`config.mk`:
```
export PLATFORM = sky130hd
export DESIGN_NAME = csr_counter_unit
export DESIGN_NICKNAME = d
export VERILOG_FILES = /design/src/rtl/csr_counter_unit.sv
export SDC_FILE = /design/constraint.sdc
export NUM_CORES = 1
export LEC_CHECK = 0
export BUFFER_PORTS_ARGS = -buffer_cell sky130_fd_sc_hd__buf_4
export CELL_PAD_IN_SITES_DETAIL_PLACEMENT = 1
export CELL_PAD_IN_SITES_GLOBAL_PLACEMENT = 1
export CORE_MARGIN = 5
export CORE_UTILIZATION = 30
export DETAILED_ROUTE_END_ITERATION = 16
export PLACE_DENSITY = 0.69
export SYNTH_ARGS = -nofsm -noshare
export SYNTH_HDL_FRONTEND = slang
export SYNTH_SLANG_ARGS = --single-unit
export TNS_END_PERCENT = 50
```
`constraint.sdc`:
```
create_clock -name clk -period 2.2 [get_ports clk]
set_clock_uncertainty 0.15 [all_clocks]
set_input_delay 0.11 -clock clk [delete_from_list [all_inputs] [get_ports clk]]
set_output_delay 0.11 -clock clk [all_outputs]
set_load 0.03 [all_outputs]
```
`src/rtl/csr_counter_unit.sv`:
```
// csr_counter_unit: Zicsr read/modify/write access to the cycle, instret and
// NUM_HPM event counters, mcountinhibit and mscratch. The old value is read
// combinationally; all updates are registered.
// Optional feature macro: CSR_HPM_EN builds the hpm/mhpm event counters and
// their mcountinhibit bits. Without it the HPM addresses read 0 and
// writes to them are discarded.
module csr_counter_unit #(
  parameter int DATA_WIDTH = 32,
  parameter int CNT_WIDTH  = 64,
  parameter int NUM_HPM    = 4
) (
  input  logic                                      clk,
  input  logic                                      rst,
  input  logic                                      csr_valid,
  input  logic [11:0]                               csr_addr,
  input  logic [2:0]                                csr_funct3,
  input  logic [DATA_WIDTH-1:0]                     csr_src,
  input  logic                                      csr_src_nz,
  input  logic                                      stall,
  input  logic                                      retire,
  input  logic [((NUM_HPM > 0) ? NUM_HPM : 1)-1:0]  hpm_event,
  output logic [DATA_WIDTH-1:0]                     csr_rdata,
  output logic                                      csr_illegal
);

  localparam int HPM_N = (NUM_HPM > 0) ? NUM_HPM : 1;
  localparam logic [CNT_WIDTH-1:0] CNT_ONE = {{(CNT_WIDTH-1){1'b0}}, 1'b1};

`ifdef CSR_HPM_EN
  localparam logic [63:0] HPM_BITS = ((64'd1 << NUM_HPM) - 64'd1) << 3;
`else
  localparam logic [63:0] HPM_BITS = 64'd0;
`endif
  // Only CY (bit 0), IR (bit 2) and implemented HPM bits are writable.
  localparam logic [31:0] INH_MASK = HPM_BITS[31:0] | 32'h0000_0005;

  // Replace one 32-bit half of a counter, holding the other half.
  function automatic logic [CNT_WIDTH-1:0] merge_half(
    input logic [CNT_WIDTH-1:0] cur,
    input logic                 hi,
    input logic [31:0]          val
  );
    logic [63:0] merged;
    merged = '0;
    merged[CNT_WIDTH-1:0] = cur;
    if (hi) begin
      merged[63:32] = val;
    end else begin
      merged[31:0] = val;
    end
    return merged[CNT_WIDTH-1:0];
  endfunction

  logic [CNT_WIDTH-1:0] cycle_q, cycle_d;
  logic [CNT_WIDTH-1:0] instret_q, instret_d;
  logic [31:0]          inhibit_q, inhibit_d;
  logic [31:0]          mscratch_q, mscratch_d;

`ifdef CSR_HPM_EN
  logic [HPM_N-1:0][CNT_WIDTH-1:0] hpm_val;
`endif

  int                   cnt_idx;
  logic                 hi_sel;
  logic                 is_cnt_view;
  logic                 addr_mapped;
  logic [CNT_WIDTH-1:0] cnt_sel;
  logic [63:0]          cnt_ext;
  logic [31:0]          rdata_raw;
  logic                 write_intent;
  logic                 commit;
  logic                 wr_cnt;
  logic [31:0]          wdata;

  // Address decode and the pre-write read mux.
  always_comb begin
    cnt_idx     = {27'd0, csr_addr[4:0]};
    hi_sel      = csr_addr[7];
    is_cnt_view = ((csr_addr[11:8] == 4'hC) || (csr_addr[11:8] == 4'hB)) &&
                  (csr_addr[6:5] == 2'b00);
    addr_mapped = 1'b0;
    cnt_sel     = '0;
    rdata_raw   = '0;
    cnt_ext     = '0;
    if (is_cnt_view) begin
      if (cnt_idx == 0) begin
        addr_mapped = 1'b1;
        cnt_sel     = cycle_q;
      end else if (cnt_idx == 2) begin
        addr_mapped = 1'b1;
        cnt_sel     = instret_q;
      end else if ((cnt_idx >= 3) && (cnt_idx < 3 + NUM_HPM)) begin
        // HPM addresses stay legal even when the counters are not built.
        addr_mapped = 1'b1;
`ifdef CSR_HPM_EN
        for (int i = 0; i < NUM_HPM; i++) begin
          if (cnt_idx == 3 + i) begin
            cnt_sel = hpm_val[i];
          end
        end
`endif
      end
      cnt_ext[CNT_WIDTH-1:0] = cnt_sel;
      rdata_raw = hi_sel ? cnt_ext[63:32] : cnt_ext[31:0];
    end else if (csr_addr == 12'h320) begin
      addr_mapped = 1'b1;
      rdata_raw   = inhibit_q;
    end else if (csr_addr == 12'h340) begin
      addr_mapped = 1'b1;
      rdata_raw   = mscratch_q;
    end
  end

  // Legality, visible read data, commit qualification and write-back value.
  always_comb begin
    case (csr_funct3)
      3'b001, 3'b101:                 write_intent = 1'b1;
      3'b010, 3'b011, 3'b110, 3'b111: write_intent = csr_src_nz;
      default:                        write_intent = 1'b0;
    endcase
    csr_illegal = csr_valid & (~addr_mapped | (write_intent & (csr_addr[11:10] == 2'b11)));
    csr_rdata   = (csr_valid & ~csr_illegal) ? rdata_raw : '0;
    commit      = csr_valid & write_intent & ~stall & ~csr_illegal;
    case (csr_funct3)
      3'b010, 3'b110: wdata = rdata_raw | csr_src;
      3'b011, 3'b111: wdata = rdata_raw & ~csr_src;
      default:        wdata = csr_src;
    endcase
    // Read-only views never commit, so a committed counter write is machine view.
    wr_cnt = commit & is_cnt_view;
  end

  // Cycle and instret next values; a committed write beats the increment.
  always_comb begin
    cycle_d = cycle_q;
    if (wr_cnt && (cnt_idx == 0)) begin
      cycle_d = merge_half(cycle_q, hi_sel, wdata);
    end else if (!inhibit_q[0]) begin
      cycle_d = cycle_q + CNT_ONE;
    end
    instret_d = instret_q;
    if (wr_cnt && (cnt_idx == 2)) begin
      instret_d = merge_half(instret_q, hi_sel, wdata);
    end else if (retire && !inhibit_q[2]) begin
      instret_d = instret_q + CNT_ONE;
    end
  end

  // mcountinhibit and mscratch next values.
  always_comb begin
    inhibit_d  = inhibit_q;
    mscratch_d = mscratch_q;
    if (commit && (csr_addr == 12'h320)) begin
      inhibit_d = wdata & INH_MASK;
    end
    if (commit && (csr_addr == 12'h340)) begin
      mscratch_d = wdata;
    end
  end

  // Core state registers.
  always_ff @(posedge clk) begin
    if (rst) begin
      cycle_q    <= '0;
      instret_q  <= '0;
      inhibit_q  <= '0;
      mscratch_q <= '0;
    end else begin
      cycle_q    <= cycle_d;
      instret_q  <= instret_d;
      inhibit_q  <= inhibit_d;
      mscratch_q <= mscratch_d;
    end
  end

`ifdef CSR_HPM_EN
  for (genvar gi = 0; gi < NUM_HPM; gi++) begin : g_hpm
    logic [CNT_WIDTH-1:0] cnt_q, cnt_d;

    // Event counter next value; a committed write beats the event.
    always_comb begin
      cnt_d = cnt_q;
      if (wr_cnt && (cnt_idx == 3 + gi)) begin
        cnt_d = merge_half(cnt_q, hi_sel, wdata);
      end else if (hpm_event[gi] && !inhibit_q[3 + gi]) begin
        cnt_d = cnt_q + CNT_ONE;
      end
    end

    // Event counter register.
    always_ff @(posedge clk) begin
      if (rst) begin
        cnt_q <= '0;
      end else begin
        cnt_q <= cnt_d;
      end
    end

    assign hpm_val[gi] = cnt_q;
  end
`else
  logic unused_hpm_event;
  assign unused_hpm_event = ^hpm_event;
`endif

endmodule

```
==> results.md <==
- The flow ran to the end, but the final reports show violations.
- The checks that failed: setup timing.
- In this run the cell area of the synthesized design comes to 0.01191 sq mm.
- The chip height is roughly 210 microns.
- Of the cells placed in the final design, the portion with a size suffix greater than 1 is 0.4733.
- The violation count after the first detailed-routing iteration is 1707.
- The cell count after synthesis came out at about 1600.
- After synthesis the netlist holds a flip-flop and latch count of 162.
- The die is between 200 and 250 microns wide.
- Setup total negative slack on the finished layout was measured at -9.728 ns.
- The effective utilization at floorplan is 0.3017.
- After detailed routing, the number of remaining DRC violations is 0.
- The design internal power is 5.478 mW.
- The number of nets in the synthesized netlist is 1676.
- The total of buffers placed on input and output ports is 84.
- The switching power of the nets is around 2.1 mW.
- The worst hold path belongs to the class in -> reg.
- The floorplan has 73 rows.
- Derived from the worst setup path, the maximum achievable clock frequency is 0.4094 GHz.
- Dividing total power by cell area gives a power density of ~370 mW/mm^2.
- The clock latency on the worst-skew pair is approximately 0.47 ns.
- The number of inserted filler cells in the final layout is about 4600.
- The number of buffers created by CTS is 17.
- The tightest hold path in the finished design has a slack of 0.01829 ns.
- Setup violations remaining at the end of the flow were counted as 105.
- The last weighted congestion value of the routability-driven placer is 0.9987.
- The initial antenna violation count is 1.
- Entering global routing, the biggest net connects 135 pins.
- CTS built an H-tree with a depth of 4.
- STA puts the critical path data required time at between 2 and 2.5 ns.
- The highest ir drop seen on vdd is just under 0.6 mV.
- For this run, the register share of the synthesized area comes to 0.2724.
- The clock sink count is between 150 and 200.
- The final-stage net count is about 2200.
- The register share of total power is 0.386.
- The type of origin of the critical path is a register.
- The number of top-level pins is 90.
- Once routing completed, OpenROAD measured the worst setup slack at -0.2426 ns.
- The most used flip-flop cell after synthesis is sky130_fd_sc_hd__dfxtp_1.
- Setup repair after global routing could not meet its margin everywhere.
- The combinational share of power is 0.153.
- Relative to the synthesized area, the layout overhead comes to 71.80%.
- In this run the worst path has a maximum fanout of 3.
- The TritonCTS clock tree is yes.
- The share of total power consumed by net switching is 0.2796.
- The standard cell core area is between 0.03 and 0.04 sq mm.
- The worst slack at placement is -0.5344 ns.
- The number of global-route vias before repair was between 15000 and 20000.
- The first TritonRoute pass finished after 8 iterations.
- Summing internal, switching and leakage power gives between 7 and 8 mW.
- Once detail routing completed, the nets flagged for antenna violations numbered 0.
- The root buffer cell is sky130_fd_sc_hd__clkbuf_16.
- The final period utilization is 1.110.
- In this run the tightest slew margin relative to its limit is 0.4361.
- For this run, asynchronously set or reset flops after synthesis account for 0.
- The endpoint type of the worst setup path is a register.
- The setup path with the least slack is of type reg -> reg.
- The leakage dissipation is 7.754 nW.
- The number of hold violations in the final report is 0.
- The number of synthesized flops with an enable pin is 0.
- The maximum number of buffers from clock root to sink is 2.
- The via density per instance is approximately 6.4.
- The die covers approximately 0.044 sq mm.
- For this run, the total global-route usage over all layers was measured as 0.3170.
- The count of yosys warnings during synthesis is 0.
- The count of final max-slew check failures is 0.
- The final core area utilization is 0.5184.
- The routed wire length per instance is approximately 28 microns.
- The HPWL after detailed placement is between 50 and 60 mm.
- The residual overflow from global routing is 0.
- The routed layout has around 17000 vias.
- The transition time at the pin with the least slew margin is between 0.8 and 0.9 ns.
- Data arrives at the worst endpoint at between 2 and 3 ns.
- The first global-routing pass estimated about 110 mm of wire.
- The final layout contains routed wiring with a total length of 75.44 mm.
- The synthesized area per cell is 7.363 sq um.
- Clock-pin slew was measured on the worst setup and hold paths at roughly 0.070 ns.
- Across the run, the number of max-cap violations was 0.
- The smallest clock period supported by the final layout is computed as 2.443 ns.
- The unique cell type count in the Yosys netlist is 85.
- The clock power share is 0.461.
[critical path: stages, from the launching register on]
cell and delay [ns]:
sky130_fd_sc_hd__dfxtp_4 0.38, sky130_fd_sc_hd__buf_6 0.10, sky130_fd_sc_hd__nand4_1 0.08, sky130_fd_sc_hd__or3_4 0.40, sky130_fd_sc_hd__or4_4 0.44, sky130_fd_sc_hd__or3_1 0.32, sky130_fd_sc_hd__o311a_1 0.34, sky130_fd_sc_hd__a21oi_2 0.16
[cells in the mapped netlist, types with 39 or more instances]
cell type	n	area, sq um
sky130_fd_sc_hd__nand4_1	56	350.3
sky130_fd_sc_hd__dfxtp_1	162	3243
sky130_fd_sc_hd__nand2_1	192	720.7
sky130_fd_sc_hd__buf_2	43	215.2
sky130_fd_sc_hd__nor3_1	50	250.2
sky130_fd_sc_hd__or3_1	40	250.2
sky130_fd_sc_hd__nor2_1	175	656.9
sky130_fd_sc_hd__o21ai_0	68	340.3
sky130_fd_sc_hd__clkbuf_1	80	300.3
sky130_fd_sc_hd__and4_1	39	341.6
sky130_fd_sc_hd__nand3_1	79	395.4
sky130_fd_sc_hd__a21oi_1	112	560.5
sky130_fd_sc_hd__a31oi_1	59	369.1
[power by group through the flow]
stage | registers (mW) | clock network, mW | logic, mW
floorplan | 3.01 | 0 | 0.363
global placement | 3.01 | 0 | 0.969
detailed placement | 3.01 | 0 | 0.985
CTS | 2.94 | 3.50 | 1.06
global route | 2.93 | 3.64 | 1.19
finish | 2.93 | 3.51 | 1.16
[registers in the layout (all words and copies together) (netlist names)]
register / flops
mscratch_q: 32
inhibit_q: 2
cycle_q: 64
instret_q: 64
[cell type report]
cell class	count	area, sq um	area share
flip-flops and latches	162	3338	0.1632
multi-input cells	1306	9703	0.4744
clock buffers	24	511.7	0.02502
repair buffers	673	6026	0.2946
clock inverters	8	145.1	0.007096
diodes	1	2.502	0.0001223
well taps	525	656.9	0.03212
inverters	18	70.07	0.003426
[what timing repair did]
action                                 4_1_cts  5_1_grt
hold buffers                                 7        0
gates resized for setup                    230      181
setup endpoints to repair                  111      137
setup buffers                               50       52
endpoints found under the hold margin       13        0
pin swaps                                   72      101
gates cloned                                 3        1
[per-stage QoR]
step	area, sq um	std cells
floorplan	12450	1617
global placement	17220	2578
global route	20450	2717
CTS	19370	2667
finish	20450	2717
detailed placement	17220	2578
[cell usage in the layout (no fill, tap or decap), drive strengths merged, types with 5 or more instances in the layout]
master	instances
buf	666
nand2	193
nor2	178
dfxtp	162
a21oi	114
nand3	82
o21ai	79
a31oi	59
nand4	58
nor3	57
and4	40
or3	40
mux2i	38
nor4	34
a32oi	33
and3	27
o211ai	25
clkbuf	24
a2bb2oi	22
o221ai	21
a211oi	19
inv	18
a22oi	15
o31ai	14
xnor2	13
and2	13
or4	13
mux2	12
o21a	8
a41oi	8
dlygate4sd3	7
o2111ai	7
a21o	6
nor2b	6
a221oi	6
nand2b	5
a311oi	5
[cells by family after synthesis]
kind of cell,count (synthesis),share of synthesized area
DFF,162,0.2724
adders and majority gates,2,0.002102
muxes,50,0.04330
and+or+nand+nor,766,0.3409
buffers and inverters,149,0.05307
AOI/OAI and AO/OA,472,0.2764
xor gates and xnor gates,16,0.01177
[per-layer routing]
layer | vias up | global-route usage | wire, microns
li1 | 7316 | - | -
met1 | 8679 | 0.3983 | 29230
met2 | 1042 | 0.5289 | 35580
met3 | 312 | 0.05540 | 6143
met4 | 0 | 0.1476 | 4492
met5 | - | 0 | 0
[path summary, 6_finish.rpt]
path | from | end | slack (ns) | cells past startpoint
worst max-delay path | cycle_q[10] | cycle_q[38] | -0.24 | 7
worst max register to register | cycle_q[10] | cycle_q[38] | -0.24 | 7
worst min-delay path | csr_src[6] | mscratch_q[6] | 0.02 | 6
worst min register to register | mscratch_q[12] | mscratch_q[12] | 0.34 | 2
(Power assumes the default switching activity.)
